<file path="src/rtl/picorv32_irq_timer_pkg.sv">
// Shared types and helpers for the picorv32 periodic interrupt timer.
// The config struct carries a full 32-bit period so it is independent of CNT_W.
package picorv32_irq_timer_pkg;

   localparam int MAX_CNT_W = 32;

   localparam logic MODE_PULSE = 1'b0;
   localparam logic MODE_LATCH = 1'b1;

   typedef struct packed {
      logic [MAX_CNT_W-1:0] period;
      logic                 enable;
      logic                 latch;
   } chan_cfg_t;

   // Channel address width; a single channel still gets a 1-bit address.
   function automatic int ch_aw(input int n_ch);
      return (n_ch <= 1) ? 1 : $clog2(n_ch);
   endfunction

endpackage

</file>
<file path="src/rtl/picorv32_irq_timer_chan.sv">
// One timer channel: period/enable/mode registers, free-running counter,
// pending latch and sticky overrun flag. The config write takes priority over counting.
module picorv32_irq_timer_chan
   import picorv32_irq_timer_pkg::*;
#(
   parameter int CNT_W = 16
) (
   input  logic      clk,
   input  logic      resetn,
   input  logic      cfg_wr,
   input  chan_cfg_t cfg,
   input  logic      eoi,
   output logic      irq,
   output logic      overrun
);

   generate
      if (CNT_W < 2 || CNT_W > MAX_CNT_W) begin : g_bad_cnt_w
         $error("picorv32_irq_timer_chan: CNT_W must be in 2..32");
      end
   endgenerate

   logic [CNT_W-1:0] period_reg;
   logic [CNT_W-1:0] cnt_reg;
   logic [CNT_W-1:0] cnt_next;
   logic             enable_reg;
   logic             latch_reg;
   logic             pending_reg;
   logic             pending_next;
   logic             irq_reg;
   logic             irq_next;
   logic             overrun_reg;
   logic             overrun_next;
   logic             active;
   logic             terminal;
   logic             unused_cfg;

   // Only the low CNT_W bits of the period field are meaningful here.
   assign unused_cfg = ^cfg.period;

   assign active   = enable_reg && (period_reg != '0);
   assign terminal = active && (cnt_reg == (period_reg - CNT_W'(1)));

   always_comb begin
      cnt_next     = cnt_reg;
      pending_next = pending_reg;
      overrun_next = overrun_reg;
      irq_next     = 1'b0;

      if (!active) begin
         cnt_next = '0;
      end else if (terminal) begin
         cnt_next = '0;
      end else begin
         cnt_next = cnt_reg + CNT_W'(1);
      end

      if (latch_reg == MODE_LATCH) begin
         // A fire coinciding with eoi re-arms pending without counting as missed.
         pending_next = terminal | (pending_reg & ~eoi);
         overrun_next = overrun_reg | (terminal & pending_reg & ~eoi);
         irq_next     = pending_next;
      end else begin
         pending_next = 1'b0;
         overrun_next = overrun_reg;
         irq_next     = terminal;
      end
   end

   always_ff @(posedge clk) begin
      if (!resetn) begin
         period_reg  <= '0;
         enable_reg  <= 1'b0;
         latch_reg   <= MODE_PULSE;
         cnt_reg     <= '0;
         pending_reg <= 1'b0;
         irq_reg     <= 1'b0;
         overrun_reg <= 1'b0;
      end else if (cfg_wr) begin
         period_reg  <= cfg.period[CNT_W-1:0];
         enable_reg  <= cfg.enable;
         latch_reg   <= cfg.latch;
         cnt_reg     <= '0;
         pending_reg <= 1'b0;
         irq_reg     <= 1'b0;
         overrun_reg <= 1'b0;
      end else begin
         cnt_reg     <= cnt_next;
         pending_reg <= pending_next;
         irq_reg     <= irq_next;
         overrun_reg <= overrun_next;
      end
   end

   assign irq     = irq_reg;
   assign overrun = overrun_reg;

endmodule

</file>
<file path="src/rtl/picorv32_irq_timer.sv">
// N_CH-channel periodic interrupt generator for the picorv32 irq input.
// Decodes config writes to channels and places channel irqs at irq[IRQ_BASE+i].
module picorv32_irq_timer
   import picorv32_irq_timer_pkg::*;
#(
   parameter int N_CH     = 2,
   parameter int CNT_W    = 16,
   parameter int IRQ_BASE = 4
) (
   input  logic                     clk,
   input  logic                     resetn,
   input  logic                     cfg_valid,
   output logic                     cfg_ready,
   input  logic [ch_aw(N_CH)-1:0]   cfg_chan,
   input  logic [CNT_W-1:0]         cfg_period,
   input  logic                     cfg_enable,
   input  logic                     cfg_latch,
   input  logic [31:0]              eoi,
   output logic [31:0]              irq,
   output logic [N_CH-1:0]          overrun
);

   localparam int CH_AW = ch_aw(N_CH);

   generate
      if (N_CH < 1 || N_CH > 32 || IRQ_BASE < 0 || IRQ_BASE + N_CH > 32) begin : g_bad_params
         $error("picorv32_irq_timer: need 1 <= N_CH <= 32 and IRQ_BASE + N_CH <= 32");
      end
   endgenerate

   logic            cfg_ready_reg;
   logic            cfg_accept;
   chan_cfg_t       cfg_s;
   logic [N_CH-1:0] cfg_wr_vec;
   logic [N_CH-1:0] irq_ch;
   logic            unused_eoi;

   // Channels only look at their own eoi bit.
   assign unused_eoi = ^eoi;

   always_ff @(posedge clk) begin
      if (!resetn) begin
         cfg_ready_reg <= 1'b0;
      end else begin
         cfg_ready_reg <= 1'b1;
      end
   end

   assign cfg_ready  = cfg_ready_reg;
   assign cfg_accept = cfg_valid & cfg_ready_reg;

   always_comb begin
      cfg_s                    = '0;
      cfg_s.period[CNT_W-1:0]  = cfg_period;
      cfg_s.enable             = cfg_enable;
      cfg_s.latch              = cfg_latch;
   end

   genvar gi;

   // Out-of-range channel numbers match no decoder and are silently accepted.
   generate
      for (gi = 0; gi < N_CH; gi++) begin : g_chan
         assign cfg_wr_vec[gi] = cfg_accept && (cfg_chan == CH_AW'(gi));

         picorv32_irq_timer_chan #(
            .CNT_W (CNT_W)
         ) u_chan (
            .clk     (clk),
            .resetn  (resetn),
            .cfg_wr  (cfg_wr_vec[gi]),
            .cfg     (cfg_s),
            .eoi     (eoi[IRQ_BASE+gi]),
            .irq     (irq_ch[gi]),
            .overrun (overrun[gi])
         );
      end
   endgenerate

   generate
      for (gi = 0; gi < 32; gi++) begin : g_irq_map
         if (gi >= IRQ_BASE && gi < IRQ_BASE + N_CH) begin : g_used
            assign irq[gi] = irq_ch[gi-IRQ_BASE];
         end else begin : g_tied
            assign irq[gi] = 1'b0;
         end
      end
   endgenerate

endmodule

</file>
<file path="config.mk">
export PLATFORM = sky130hd
export DESIGN_NAME = picorv32_irq_timer
export DESIGN_NICKNAME = d
export VERILOG_FILES = /design/src/rtl/picorv32_irq_timer_pkg.sv /design/src/rtl/picorv32_irq_timer_chan.sv /design/src/rtl/picorv32_irq_timer.sv
export SDC_FILE = /design/constraint.sdc
export NUM_CORES = 1
export LEC_CHECK = 0
export CELL_PAD_IN_SITES_DETAIL_PLACEMENT = 2
export CELL_PAD_IN_SITES_GLOBAL_PLACEMENT = 2
export CORE_ASPECT_RATIO = 1.4
export CORE_UTILIZATION = 26
export DETAILED_ROUTE_END_ITERATION = 16
export GPL_TIMING_DRIVEN = 0
export PLACE_DENSITY = 0.83
export SYNTH_ARGS = -nofsm -noshare
export SYNTH_HDL_FRONTEND = slang
export SYNTH_SLANG_ARGS = --single-unit
</file>
<file path="constraint.sdc">
create_clock -name clk -period 7.6 [get_ports clk]
set_input_delay 2.28 -clock clk [delete_from_list [all_inputs] [get_ports clk]]
set_output_delay 2.28 -clock clk [all_outputs]
set_load 0.01 [all_outputs]
</file>
Yosys cells after proc, flatten, opt, wreduce, memory -nomap -nowiden
Cells that the tools add are included.
Operators by class
  add/sub/neg operators: 4
  $mul: 0
  div/mod/pow operators: 0
  magnitude comparators: 0
  equal/unequal tests: 2
  shifts and indexed selects: 0
  multiplexer cells: 3
  bitwise gates (word level): 19
  reduce and logical (&&, ||, !) cells: 14
Operators by type and width (number)
  $add 16x1->16 const B: 2
  $eq 16x16->1: 2
  $reduce_bool 16->1: 2
  $sub 16x1->16 const B: 2
  $not 1->1: 8
  $reduce_or 4->1: 2
  $and 1x1->1: 7
  $logic_and 1x1->1: 6
  $reduce_or 3->1: 2
  $or 1x1->1: 4
  $reduce_or 2->1: 2
  $mux 1: 3
Word-level totals
  bits in registers: 75
  bits in latches: 0
  bits in writable memories: 0
  memory bits (read-only): 0
  input port bits: 54
  output and inout port bits: 35
  memories kept: 0

Longest topological paths before layout
  depth after elaboration: 6
  mapped depth: 11
  mapped depth without buffers: 8

Hierarchy
A second synthesis with hierarchy kept.
Second synthesis, totals
  cells, all modules: 494
  area total of the unflattened synthesis: 4436.8 sq um
Modules (own cells, without submodules)
  picorv32_irq_timer_chan: times used 2, cells an instance 230, area an instance 2085.8 sq um, sequential area each 740.7 sq um
  picorv32_irq_timer: times used 1, cells an instance 34, area an instance 265.3 sq um, sequential area each 20.0 sq um

Worst setup path after synthesis
Ideal clock, no wire load.
  path type: input port to flip-flop
  from: in cfg_chan
  to: reg g_chan[0].u_chan.enable_reg
  library setup time: 0.076 ns
  data arrival time: 3.161 ns
  data required time: 7.524 ns
  path slack: 4.363 ns
  cell stages on the path: 5
  path through: nand3b_1 > clkbuf_1 > clkbuf_1 > nand2_1 > a21boi_0
On the way
  cells in the longest elaborated chain, start to end: 2
Ends and longest elaborated chain
  from (decl): line picorv32_irq_timer.sv:14  | input logic [ch_aw(N_CH)-1:0] cfg_chan,
  $not 1->1: line picorv32_irq_timer.sv:64  | assign cfg_wr_vec[gi] = cfg_accept && (cfg_chan == CH_AW'(gi));
  $logic_and 1x1->1: line picorv32_irq_timer.sv:64
  to (signal assigned): line picorv32_irq_timer_chan.sv:81  | enable_reg <= cfg.enable;
  to (decl): line picorv32_irq_timer_chan.sv:26  | logic enable_reg;
Every way passes these cells.
A chain may end at the register's enable or synchronous reset.

Worst setup path in the final report
  from: in cfg_chan
  to: reg g_chan[0].u_chan.period_reg[0]
On the way
  cells in the longest elaborated chain, start to end: 2
Ends and longest elaborated chain
  $not 1->1: line picorv32_irq_timer.sv:64
  $logic_and 1x1->1: line picorv32_irq_timer.sv:64
  to (signal assigned): line picorv32_irq_timer_chan.sv:80  | period_reg <= cfg.period[CNT_W-1:0];
  to (decl): line picorv32_irq_timer_chan.sv:23  | logic [CNT_W-1:0] period_reg;
Every way passes these cells.

==> flow_metrics.env <==
export IMPL_yosysTopAreaCellShare_pct=32.9
export IMPL_required_ns=7.87
export IMPL_power_density_mw_per_mm2=180
export IMPL_slew_headroom_pct=28.2
export IMPL_p_clk_share_pct=44.8
export IMPL_netlist_area_mm2=0.00457
export IMPL_core_area_mm2=0.0173
export IMPL_path_common_cell="clkbuf_1"
export IMPL_place_gp_congestion=0.816
export IMPL_critPathLaunchType="primary input"
export IMPL_worstRegToRegCells=10
export IMPL_grt_pass1_vias=4655
export IMPL_wl_per_cell_um=16.7
export IMPL_vias=4112
export IMPL_min_path_type="flip-flop to flip-flop"
export IMPL_cp_slowest_cell="clkdlybuf4s50_1"
export IMPL_cts_root_buf="clkbuf_16"
export IMPL_num_rows=57
export IMPL_drv_slew=0
export IMPL_clock_latency_ns=0.35
export IMPL_clk_pin_slew_ns=0.06
export IMPL_placed_area_mm2=0.00525
export IMPL_outcome="finished, final reports clean"
export IMPL_worstPathCellList="clkdlybuf4s50_1 > nand3b_1 > clkbuf_1 > clkbuf_1 > nand2_1 > a21boi_0"
export IMPL_power_frac_seq_pct=40.9
export IMPL_ys_top_cells_by_area="dfxtp_1, nand2_1, xnor2_1, a21boi_0, buf_4"
export IMPL_synth_warnings=0
export IMPL_power_leakage_nw=2.20
export IMPL_power_uw=999
export IMPL_grt_antenna_before_repair=0
export IMPL_internal_power_uw=728
export IMPL_die_x_um=114
export IMPL_portBuffers=28
export IMPL_yosysMostFrequentCell="nand2_1"
export IMPL_path_class="primary input to flip-flop"
export IMPL_finalCriticalPeriod_ns=3.95
export IMPL_synth_cell_types=65
export IMPL_die_height_um=159
export IMPL_cts_resized=0
export IMPL_cts_sinks=75
export IMPL_clock_fmax_mhz=253
export IMPL_cts_hold_fix_buffers=0
export IMPL_track_usage_pct=16.6
export IMPL_grt_max_degree=14
export IMPL_worstMarginPinSlew_ns=1.07
export IMPL_syn_avg_cell_area_um2=8.03
export IMPL_cts_tree="yes"
export IMPL_ir_drop_uv=83.1
export IMPL_async_flop_share_pct=0
export IMPL_grt_overflow=0
export IMPL_cts_buffers=9
export IMPL_finalInstanceArea_mm2=0.00556
export IMPL_viasPerCell=4.68
export IMPL_cp_max_fo=10
export IMPL_synth_edff_count=0
export IMPL_drt_iter0_markers=128
export IMPL_cts_buffer_depth=2
export IMPL_clock_skew_ns=0.00981
export IMPL_drive_gt1_share_pct=12.1
export IMPL_min_path_cells=2
export IMPL_max_stage_delay_ns=0.56
export IMPL_first_pass_iters=4
export IMPL_max_cap_violations=0
export IMPL_power_switching_uw=271
export IMPL_synthFlopType="dfxtp_1"
export IMPL_yosysTopAreaCell="dfxtp_1"
export IMPL_ys_seq_elements=75
export IMPL_pwr_share_comb_pct=14.3
export IMPL_drc=0
export IMPL_drt_wl_total_mm=14.7
export IMPL_antenna_cells=0
export IMPL_setup_viol=0
export IMPL_fin_nets=695
export IMPL_rsz0062_at_grt="false"
export IMPL_hold_viol_final=0
export IMPL_synthCells=569
export IMPL_ioPinCount=89
export IMPL_fin_setup_tns_ns=0
export IMPL_htreeDepth=3
export IMPL_synthTopCellsByCount="nand2_1, dfxtp_1, xnor2_1"
export IMPL_ant_nets=0
export IMPL_area_growth_pct=21.6
export IMPL_start_util_pct=26.5
export IMPL_cp_end_kind="flip-flop"
export IMPL_grt_pass1_wl_mm=23.5
export IMPL_cts_setup_buffers=0
export IMPL_cp_arrival_ns=4.22
export IMPL_yosysSeqAreaShare_pct=32.9
export IMPL_switching_share_pct=27.2
export IMPL_fin_crit_sh_pct=52.0
export IMPL_fp_dieArea_mm2=0.0181
export IMPL_dp_hpwl_mm=11.6
[routing by layer]
layer  vias up  GRT usage [%]  routed length (µm)
met5         -              0                   0
met4         0           5.08                 270
met3        20           2.98                 329
met2        52           34.7                8680
met1      2028           15.5                5390
li1       2012              -                   -
[layout by cell type, fill, tap and decap left out, drive strengths merged, types with 3 or more instances in the layout]
master,Yosys,routed
nand3,26,26
a211o,3,3
inv,11,12
nand2b,4,4
nor4b,3,3
conb,1,30
buf,49,49
ha,4,4
a21oi,20,20
clkdlybuf4s50,0,28
nor4,9,9
or4,3,3
nand4,14,14
a211oi,4,4
nand2,117,117
nand3b,5,5
and2,3,3
a21boi,36,36
xnor2,45,45
xor2,24,24
dfxtp,75,75
clkbuf,18,28
and4,4,4
nor2,29,29
o21ai,4,4
and3,12,12
nor3,13,13
[cells by family (layout without fill, tap and decap cells)]
group                      Yosys count  in the layout  synth area share (%)
AOI/OAI and AO/OA                   86             86                  13.9
xor gates and xnor gates            69             69                  13.2
adders and majority gates            4              4                  1.10
buffers and inverters               78            122                  10.8
DFF                                 75             75                  32.9
muxes                                1              1                 0.219
other                                1             30                0.0821
and+or+nand+nor                    255            255                  27.8
[critical path, delay by kind of cell]
kind | cells | cell delay [ns]
AO/OA/AOI/OAI | 1 | 0.21
buffers and inverters | 3 | 1.40
AND/OR/NAND/NOR | 2 | 0.33
[final timing paths]
kind | slack, ns | start | endpoint
max | 3.65 | cfg_chan | g_chan[0].u_chan.period_reg[0]
min reg2reg | 0.49 | g_chan[1].u_chan.enable_reg | g_chan[1].u_chan.enable_reg
max reg2reg | 4.61 | g_chan[1].u_chan.period_reg[0] | g_chan[1].u_chan.cnt_reg[9]
min | 0.49 | g_chan[1].u_chan.enable_reg | g_chan[1].u_chan.enable_reg
[layout make-up]
| cell class | count | area [µm²] |
|---|---|---|
| fillers | 2019 | 11700 |
| multi-input cells | 445 | 2680 |
| flip-flops and latches | 75 | 1500 |
| plain buffers | 67 | 450 |
| well taps | 236 | 295 |
| repair buffers | 28 | 280 |
| clock buffers | 10 | 239 |
| clock inverters | 6 | 63.8 |
| inverters | 11 | 41.3 |
[power by group through the flow]
stage / Sequential [mW] / Combinational (mW) / Clock, mW
floorplan: 0.414 / 0.0984 / 0
global placement: 0.416 / 0.135 / 0
detailed placement: 0.417 / 0.141 / 0
CTS: 0.408 / 0.143 / 0.460
global route: 0.409 / 0.155 / 0.476
finish: 0.408 / 0.143 / 0.447
[stage by stage]
stage / hold slack [ns] / instances / utilization [%] / setup slack, ns
floorplan: 0.445 / 598 / - / 4.36
global placement: 0.475 / 862 / 30.4 / 3.43
global route: 0.542 / 878 / 32.2 / 3.46
detailed placement: 0.480 / 862 / 30.4 / 3.24
CTS: 0.497 / 878 / 32.2 / 3.61
finish: 0.495 / 878 / 32.2 / 3.65
No activity file was read; power rests on OpenSTA's default activity.
